$ cat config.mk
export PLATFORM = sky130hd
export DESIGN_NAME = stream_framer
export DESIGN_NICKNAME = d
export VERILOG_FILES = /design/src/rtl/stream_framer.sv
export SDC_FILE = /design/constraint.sdc
export NUM_CORES = 1
export LEC_CHECK = 0
export ABC_CLOCK_PERIOD_IN_PS = 2400
export BUFFER_PORTS_ARGS = -buffer_cell sky130_fd_sc_hd__buf_2
export CORE_MARGIN = 8
export CORE_UTILIZATION = 54
export CTS_CLUSTER_SIZE = 28
export DETAILED_ROUTE_END_ITERATION = 7
export PLACE_DENSITY = 0.78
export SLEW_MARGIN = 20
export SYNTH_ARGS = -nofsm -noshare
export SYNTH_HDL_FRONTEND = slang
export SYNTH_SLANG_ARGS = --single-unit
$ cat constraint.sdc
create_clock -name clk -period 2.4 [get_ports clk]
set_input_delay 0.36 -clock clk [delete_from_list [all_inputs] [get_ports clk]]
set_output_delay 0.36 -clock clk [all_outputs]
set_load 0.02 [all_outputs]
$ cat src/rtl/stream_framer.sv
// Pixel stream to AXI4-Stream video framer: tags SOF (tuser) and EOL (tlast) on a 1-deep output register.
// Optional status outputs (frame_count, underrun) are enabled by defining STREAM_FRAMER_STATUS_EN.
module stream_framer #(
    parameter int WIDTH = 32,
    parameter int DIM_W = 12
) (
    input  logic             clk,
    input  logic             reset_n,
    input  logic             clear,
    input  logic             enable,
    input  logic [DIM_W-1:0] frame_width,
    input  logic [DIM_W-1:0] frame_height,
    input  logic [WIDTH-1:0] datain,
    input  logic             src_rdy_i,
    output logic             dst_rdy_o,
    output logic [WIDTH-1:0] m_axis_tdata,
    output logic             m_axis_tvalid,
    output logic             m_axis_tuser,
    output logic             m_axis_tlast,
    input  logic             m_axis_tready
`ifdef STREAM_FRAMER_STATUS_EN
    ,
    output logic [15:0]      frame_count,
    output logic             underrun
`endif
);

    typedef enum logic {IDLE, RUN} state_t;

    state_t           state, state_nxt;
    logic [DIM_W-1:0] w_m1, h_m1, col, row;
    logic             sof;
    logic             dims_ok, accept, end_col, end_px, start;

    assign dims_ok   = (|frame_width) & (|frame_height);
    assign dst_rdy_o = (state == RUN) & (~m_axis_tvalid | m_axis_tready);
    assign accept    = src_rdy_i & dst_rdy_o;
    assign end_col   = (col == w_m1);
    assign end_px    = accept & end_col & (row == h_m1);
    // A new frame starts from IDLE, or back-to-back on the last pixel of the current one.
    assign start     = enable & dims_ok & ((state == IDLE) | end_px);

    always_ff @(posedge clk or negedge reset_n) begin
        if (!reset_n) state <= IDLE;
        else          state <= state_nxt;
    end

    always_comb begin
        state_nxt = state;
        case (state)
            IDLE: if (start)           state_nxt = RUN;
            RUN:  if (end_px && !start) state_nxt = IDLE;
            default:                   state_nxt = IDLE;
        endcase
        if (clear) state_nxt = IDLE;
    end

    // Frame position counters and latched dimensions (stored minus one)
    always_ff @(posedge clk or negedge reset_n) begin
        if (!reset_n) begin
            w_m1 <= '0;
            h_m1 <= '0;
            col  <= '0;
            row  <= '0;
            sof  <= 1'b1;
        end else if (clear) begin
            col <= '0;
            row <= '0;
            sof <= 1'b1;
        end else if (start) begin
            w_m1 <= frame_width - DIM_W'(1);
            h_m1 <= frame_height - DIM_W'(1);
            col  <= '0;
            row  <= '0;
            sof  <= 1'b1;
        end else if (accept) begin
            sof <= 1'b0;
            if (end_col) begin
                col <= '0;
                row <= (row == h_m1) ? '0 : row + DIM_W'(1);
            end else begin
                col <= col + DIM_W'(1);
            end
        end
    end

    // Output register: loads on accept, holds under backpressure, empties on handshake
    always_ff @(posedge clk or negedge reset_n) begin
        if (!reset_n) begin
            m_axis_tdata  <= '0;
            m_axis_tvalid <= 1'b0;
            m_axis_tuser  <= 1'b0;
            m_axis_tlast  <= 1'b0;
        end else if (clear) begin
            m_axis_tvalid <= 1'b0;
            m_axis_tuser  <= 1'b0;
            m_axis_tlast  <= 1'b0;
        end else if (accept) begin
            m_axis_tdata  <= datain;
            m_axis_tvalid <= 1'b1;
            m_axis_tuser  <= sof;
            m_axis_tlast  <= end_col;
        end else if (m_axis_tvalid && m_axis_tready) begin
            m_axis_tvalid <= 1'b0;
            m_axis_tuser  <= 1'b0;
            m_axis_tlast  <= 1'b0;
        end
    end

`ifdef STREAM_FRAMER_STATUS_EN
    logic beat_eof;

    always_ff @(posedge clk or negedge reset_n) begin
        if (!reset_n) begin
            beat_eof    <= 1'b0;
            frame_count <= '0;
            underrun    <= 1'b0;
        end else if (clear) begin
            beat_eof    <= 1'b0;
            frame_count <= '0;
            underrun    <= 1'b0;
        end else begin
            if (accept) beat_eof <= end_col & (row == h_m1);
            // A frame counts once its final pixel leaves on the output side.
            if (m_axis_tvalid && m_axis_tready && beat_eof) frame_count <= frame_count + 16'd1;
            if ((state == RUN) && dst_rdy_o && !src_rdy_i && !sof) underrun <= 1'b1;
        end
    end
`endif

endmodule

; ---- Word-level counts from Yosys, hierarchy flattened
; Cells that the tools add are included.
[totals]
reg_bits = 85
word_cells = 62
inputBits = 62
[op_classes]
mux = 23
add_sub_neg = 4
bitwise = 12
reduce_logical = 11
n_eq_ne = 2
[ops]
columns = cell, n
row1 = 2-to-1 mux 12 bit, 9
row2 = "adder 12 x 1 -> 12 bit, second input constant", 2
row3 = equality test 12 bit, 2
row4 = OR reduction 12 bit, 2
row5 = "subtractor 12 x 1 -> 12 bit, second input constant", 2
row6 = 2-to-1 mux 1 bit, 13
row7 = nonzero test 3 bit, 3
row8 = bitwise AND 1 bit, 7
row9 = AND reduction 2 bit, 3
row10 = inverter 1 bit, 3
row11 = logical AND 1 bit, 2
row12 = OR 1 bit, 2
row13 = case mux 1 bit (2 select lines), 1
row14 = zero test 1 bit, 1

; ---- Logic depth before layout (Yosys ltp)
[logic_depth]
word_depth = 13
mapped_depth = 11
depth_no_buf = 8

; ---- Worst setup path after synthesis
; OpenSTA, ideal clock, no wires.
[synth_path]
path_kind = register to register
from = register row[7]
to = register h_m1[4]
slack_ns = 0.308
period_less_slack_ns = 2.092
t_arrival_ns = 1.967
path_stages_with_launch = 10
path_buffers = 3
path_cell_list = dfrtp_1 -> buf_2 -> xnor2_1 -> nand4_1 -> nor3_2 -> a31o_2 -> and2_1 -> buf_2 -> buf_6 -> mux2_2
[synth_between]
elab_chain_cells = 5
[synth_rtl]
columns = element, line_no
row1 = from (decl), 31  ; logic [DIM_W-1:0] w_m1, h_m1, col, row;
row2 = from (signal assigned), 80  ; row <= (row == h_m1) ? '0 : row + DIM_W'(1);
row3 = equality test 12 bit, 39  ; assign end_px = accept & end_col & (row == h_m1);
row4 = bitwise AND 1 bit, 39
row5 = OR 1 bit, 41  ; assign start = enable & dims_ok & ((state == IDLE) | end_px);
row6 = bitwise AND 1 bit, 41
row7 = AND reduction 2 bit (no source line), --
row8 = to (signal assigned), 72  ; h_m1 <= frame_height - DIM_W'(1);
row9 = to (decl), 31
; No other way between the ends.
; A chain may end at the register's enable or synchronous reset.

; ---- Final worst setup path
[layout_path]
from = register col[1]
to = register row[10]
[layout_between]
elab_chain_cells = 7
elab_cells_between_ends = 10
[layout_rtl]
columns = element, line_no
row1 = from (decl), 31
row2 = from (signal assigned), 82  ; col <= col + DIM_W'(1);
row3 = equality test 12 bit (*), 38  ; assign end_col = (col == w_m1);
row4 = bitwise AND 1 bit (2 in series), 39
row5 = OR 1 bit, 41
row6 = bitwise AND 1 bit, 41
row7 = nonzero test 3 bit (no source line) or 2-to-1 mux 12 bit (tied branches), --
row8 = AND reduction 2 bit (no source line) or 2-to-1 mux 12 bit (tied branches), --
; Every way passes the cells marked *; elsewhere a longest branch is shown, timed or not.

==> results.txt <==
The run finished with clean final reports. The required time at the endpoint of the critical path is 2680 ps. The number of antenna violations at the first check in global routing came to 0. The total of endpoints with negative setup slack in the final report came out at 0. The number of enable-type register cells in the synthesized netlist is 0. The placed wire-length estimate is roughly 7.5 mm. The share of synthesized registers carrying an async set or reset is between 90% and 100%. The global routing usage on met2 came out at 32.49%. The post-placement cell count is about 600. The max-cap check violation count came out at 0. The largest net degree at the start of global routing is 49. The floorplan core area came out at 7687 µm². The H-tree level count came out at 3. The first routing iteration left roughly 120 violations.

VDD sags by at most 0.5922 mV. The sum of overflow across all layers after global routing is 0. The CTS buffer count is 9. The count of endpoints failing hold in the final timing report is 0. The via count of the first global-routing pass is 3452.

The clock tree buffer depth is 2. sky130_fd_sc_hd__dfrtp_1 takes more of the synthesized area than any other cell. After layout, the worst setup slack is about 170 ps. The final-layout setup total negative slack came out at 0 ps. Measured against its own limit, the worst slew margin works out to 59.36%. The count of nets left with antenna violations once routing finished came out at 0. The clock latency of the later-clocked register in the worst-skew pair is between 300 and 400 ps.

The via density per instance is 5.519. The number of synthesized register bits is 85. The post-cts gate resize count came out at 0. The most heavily used metal layer in global routing is met2. The power per cell area is approximately 700 nW/µm². The I/O pin count is 98. Sequential cells were found to cover 49.84% of the synthesized design area.

The x dimension of the die is 104.9 µm. The number of distinct library cells after synthesis is 46. The worst setup path is launched from a flip-flop. The die height came out at about 100 µm.

The layout cell share with drive strength beyond 1 is 34.67%. The buffer cell driving the clock tree root is sky130_fd_sc_hd__clkbuf_8. The top cell type's share of synthesized area came out at 49.22%. The post-synthesis net count came out at 459. The kind of path behind the tightest hold check is in2reg. Ranked by total cell area, the synthesized netlist is headed by sky130_fd_sc_hd__dfrtp_1 (49%), sky130_fd_sc_hd__mux2_2 (11%), sky130_fd_sc_hd__xnor2_1 (8.2%). The global routing met1 resource utilization is 21.01%. The signal arrival time at the worst endpoint came out at 2510 ps.

The post-route minimum period is 2233 ps. The clock net in this run drives a total of 85 sinks. The wire length reported by the detailed router is 9.907 mm. In the global route stage, met3 resource usage came out at 4.607%. The first-pass detailed-route iteration total came out at 4. The cell area after synthesis came out at ~4300 µm². After the flow finishes, the layout carries non-filler instances totaling 601. The count of standard-cell rows came out at 32. The transition time at the pin with the least slew margin came out at roughly 600 ps. The congestion estimate from routability-driven global placement came to 0.9145. Dividing the detail-routed wire length by the instance count gives ~16 µm. Final hold analysis gives a worst-case slack of about 240 ps. The most used flip-flop cell after synthesis is sky130_fd_sc_hd__dfrtp_1.

The first global-routing pass estimated 16.52 mm of wire. Based on the critical path, the design can be clocked at up to 447.9 MHz. TritonCTS built the clock tree. The initial cell density of the core is between 50% and 60%. The commonest cells after synthesis are sky130_fd_sc_hd__dfrtp_1 (84), sky130_fd_sc_hd__mux2_2 (42), sky130_fd_sc_hd__xnor2_1 (40). After clock tree synthesis, the flow added hold-fix buffers numbering 1. The length in cells of the worst reg-to-reg path came out at 6. The die footprint came out at 11010 µm². Timing analysis after detailed placement gives a worst setup slack of 187.6 ps.

The layout overhead on the synthesized area is 19.48%. The clock tree skew after final layout came out at 8.386 ps. The analysis attributes to cell leakage a power of 2.324 nW. Synthesis handed over a netlist of 391 instances. The average footprint of a synthesized cell came out at 10.92 µm². Setup repair after global routing left no endpoint under its margin.

The final count of pins violating max slew came out at 0. In the routed design, unresolved DRC markers number 0. Detailed routing inserted a total of 3317 vias. The largest driver fanout on the critical path is 10. The post-CTS clock slew at the launch and capture registers of the worst setup and hold paths came out at 80 ps. The design area came out at between 5000 and 6000 µm². The path type of the worst setup path is reg2reg.

The share of the cycle needed by the critical path after routing came out at 93.03%. The number of cells on the worst hold path is 2. The post-CTS setup buffer count is 0. The repair_antennas step left the layout with diodes totalling 0. The yosys synthesis warning count came out at 0. The placement-stage cell area is 4902 µm².

The overall routing resource usage came out at 18.24%. In the post-synthesis netlist, the cell with the most instances is sky130_fd_sc_hd__dfrtp_1. The count of buffers added on input and output ports is 97. The final layout contains 562 nets.

The worst setup path is captured at a flip-flop.
critical path, stage by stage (launching register included):
cell and delay, ps:
sky130_fd_sc_hd__dfrtp_1 420, sky130_fd_sc_hd__xnor2_1 210, sky130_fd_sc_hd__nand4_1 160, sky130_fd_sc_hd__or4_1 690, sky130_fd_sc_hd__nor2_2 380, sky130_fd_sc_hd__nand4b_1 150
sky130_fd_sc_hd__a21oi_1 160
through the flow:
stage / power [mW] / util (%)
global route: 3.730 / 66.37
CTS: 3.590 / 66.37
detailed placement: 2.622 / 63.77
floorplan: 2.280 / -
global placement: 2.588 / 63.77
finish: 3.551 / 66.37
where the power goes:
group / switching, mW / leakage [nW] / internal [mW]
combinational: 0.447 / 1.17 / 0.369
clock: 0.492 / 0.0987 / 0.475
sequential: 0.125 / 1.05 / 1.64
cell type report:
type | instances | area, µm²
Sequential cell | 85 | 2128
Timing Repair Buffer | 110 | 600.6
Multi-Input combinational cell | 277 | 2014
Fill cell | 631 | 2585
Clock inverter | 7 | 66.31
Inverter | 11 | 41.29
Clock buffer | 9 | 123.9
Tap cell | 102 | 127.6
sequential cells by signal, indices dropped and copies added (netlist names):
name           count
h_m1              12
state              1
w_m1              12
sof                1
m_axis_tlast       1
row               12
col               12
m_axis_tuser       1
m_axis_tdata      32
m_axis_tvalid      1
path summary, 6_finish.rpt:
kind / slack, ps / endpoint / start
setup / recovery: 170 / row[10]$_DFFE_PN0P_ / col[1]$_DFFE_PN0P_
hold / removal: 240 / m_axis_tdata[22]$_DFFE_PN0P_ / datain[22]
setup reg to reg: 170 / row[10]$_DFFE_PN0P_ / col[1]$_DFFE_PN0P_
hold reg to reg: 500 / m_axis_tdata[2]$_DFFE_PN0P_ / m_axis_tdata[2]$_DFFE_PN0P_
max in group asynchronous: 1270 / m_axis_tdata[11]$_DFFE_PN0P_ / reset_n
min in group asynchronous: 520 / row[11]$_DFFE_PN0P_ / reset_n
cell families (layout without fill, tap and decap cells):
family	count (synthesis)	count (layout)	synth area share (%)
xor gates and xnor gates	43	43	8.819
buffers and inverters	29	137	2.988
and+or+nand+nor	104	104	14.36
adders and majority gates	6	6	1.758
muxes	46	46	12.01
AOI/OAI and AO/OA	78	78	10.23
DFF	85	85	49.84
placed cells by master, fill, tap and decap left out, types with 4 or more instances in the layout:
cell                       instances
sky130_fd_sc_hd__nor4_1            4
sky130_fd_sc_hd__nand3b_1          9
sky130_fd_sc_hd__o21ai_0          19
sky130_fd_sc_hd__and3_1           16
sky130_fd_sc_hd__nand2b_1          4
sky130_fd_sc_hd__xnor2_1          40
sky130_fd_sc_hd__dfrtp_1          84
sky130_fd_sc_hd__nor3b_1           9
sky130_fd_sc_hd__clkbuf_8          9
sky130_fd_sc_hd__inv_1            11
sky130_fd_sc_hd__mux2_2           42
sky130_fd_sc_hd__nand2_1           8
sky130_fd_sc_hd__clkinv_2          4
sky130_fd_sc_hd__nand4_1           7
sky130_fd_sc_hd__a21o_1            9
sky130_fd_sc_hd__nor3_1            6
sky130_fd_sc_hd__buf_2            96
sky130_fd_sc_hd__nor2_1           17
sky130_fd_sc_hd__buf_4            12
sky130_fd_sc_hd__mux2i_1           4
sky130_fd_sc_hd__a21oi_1          39
sky130_fd_sc_hd__ha_1              6
sky130_fd_sc_hd__nand3_1           8
layer usage:
| layer | vias to the layer above | part of all wire (%) |
|---|---|---|
| met3 | 12 | 3.7 |
| li1 | 1594 | - |
| met2 | 66 | 53 |
| met1 | 1645 | 42 |
| met5 | - | 0 |
| met4 | 0 | 1.3 |
No activity file was read; power rests on OpenSTA's default activity.
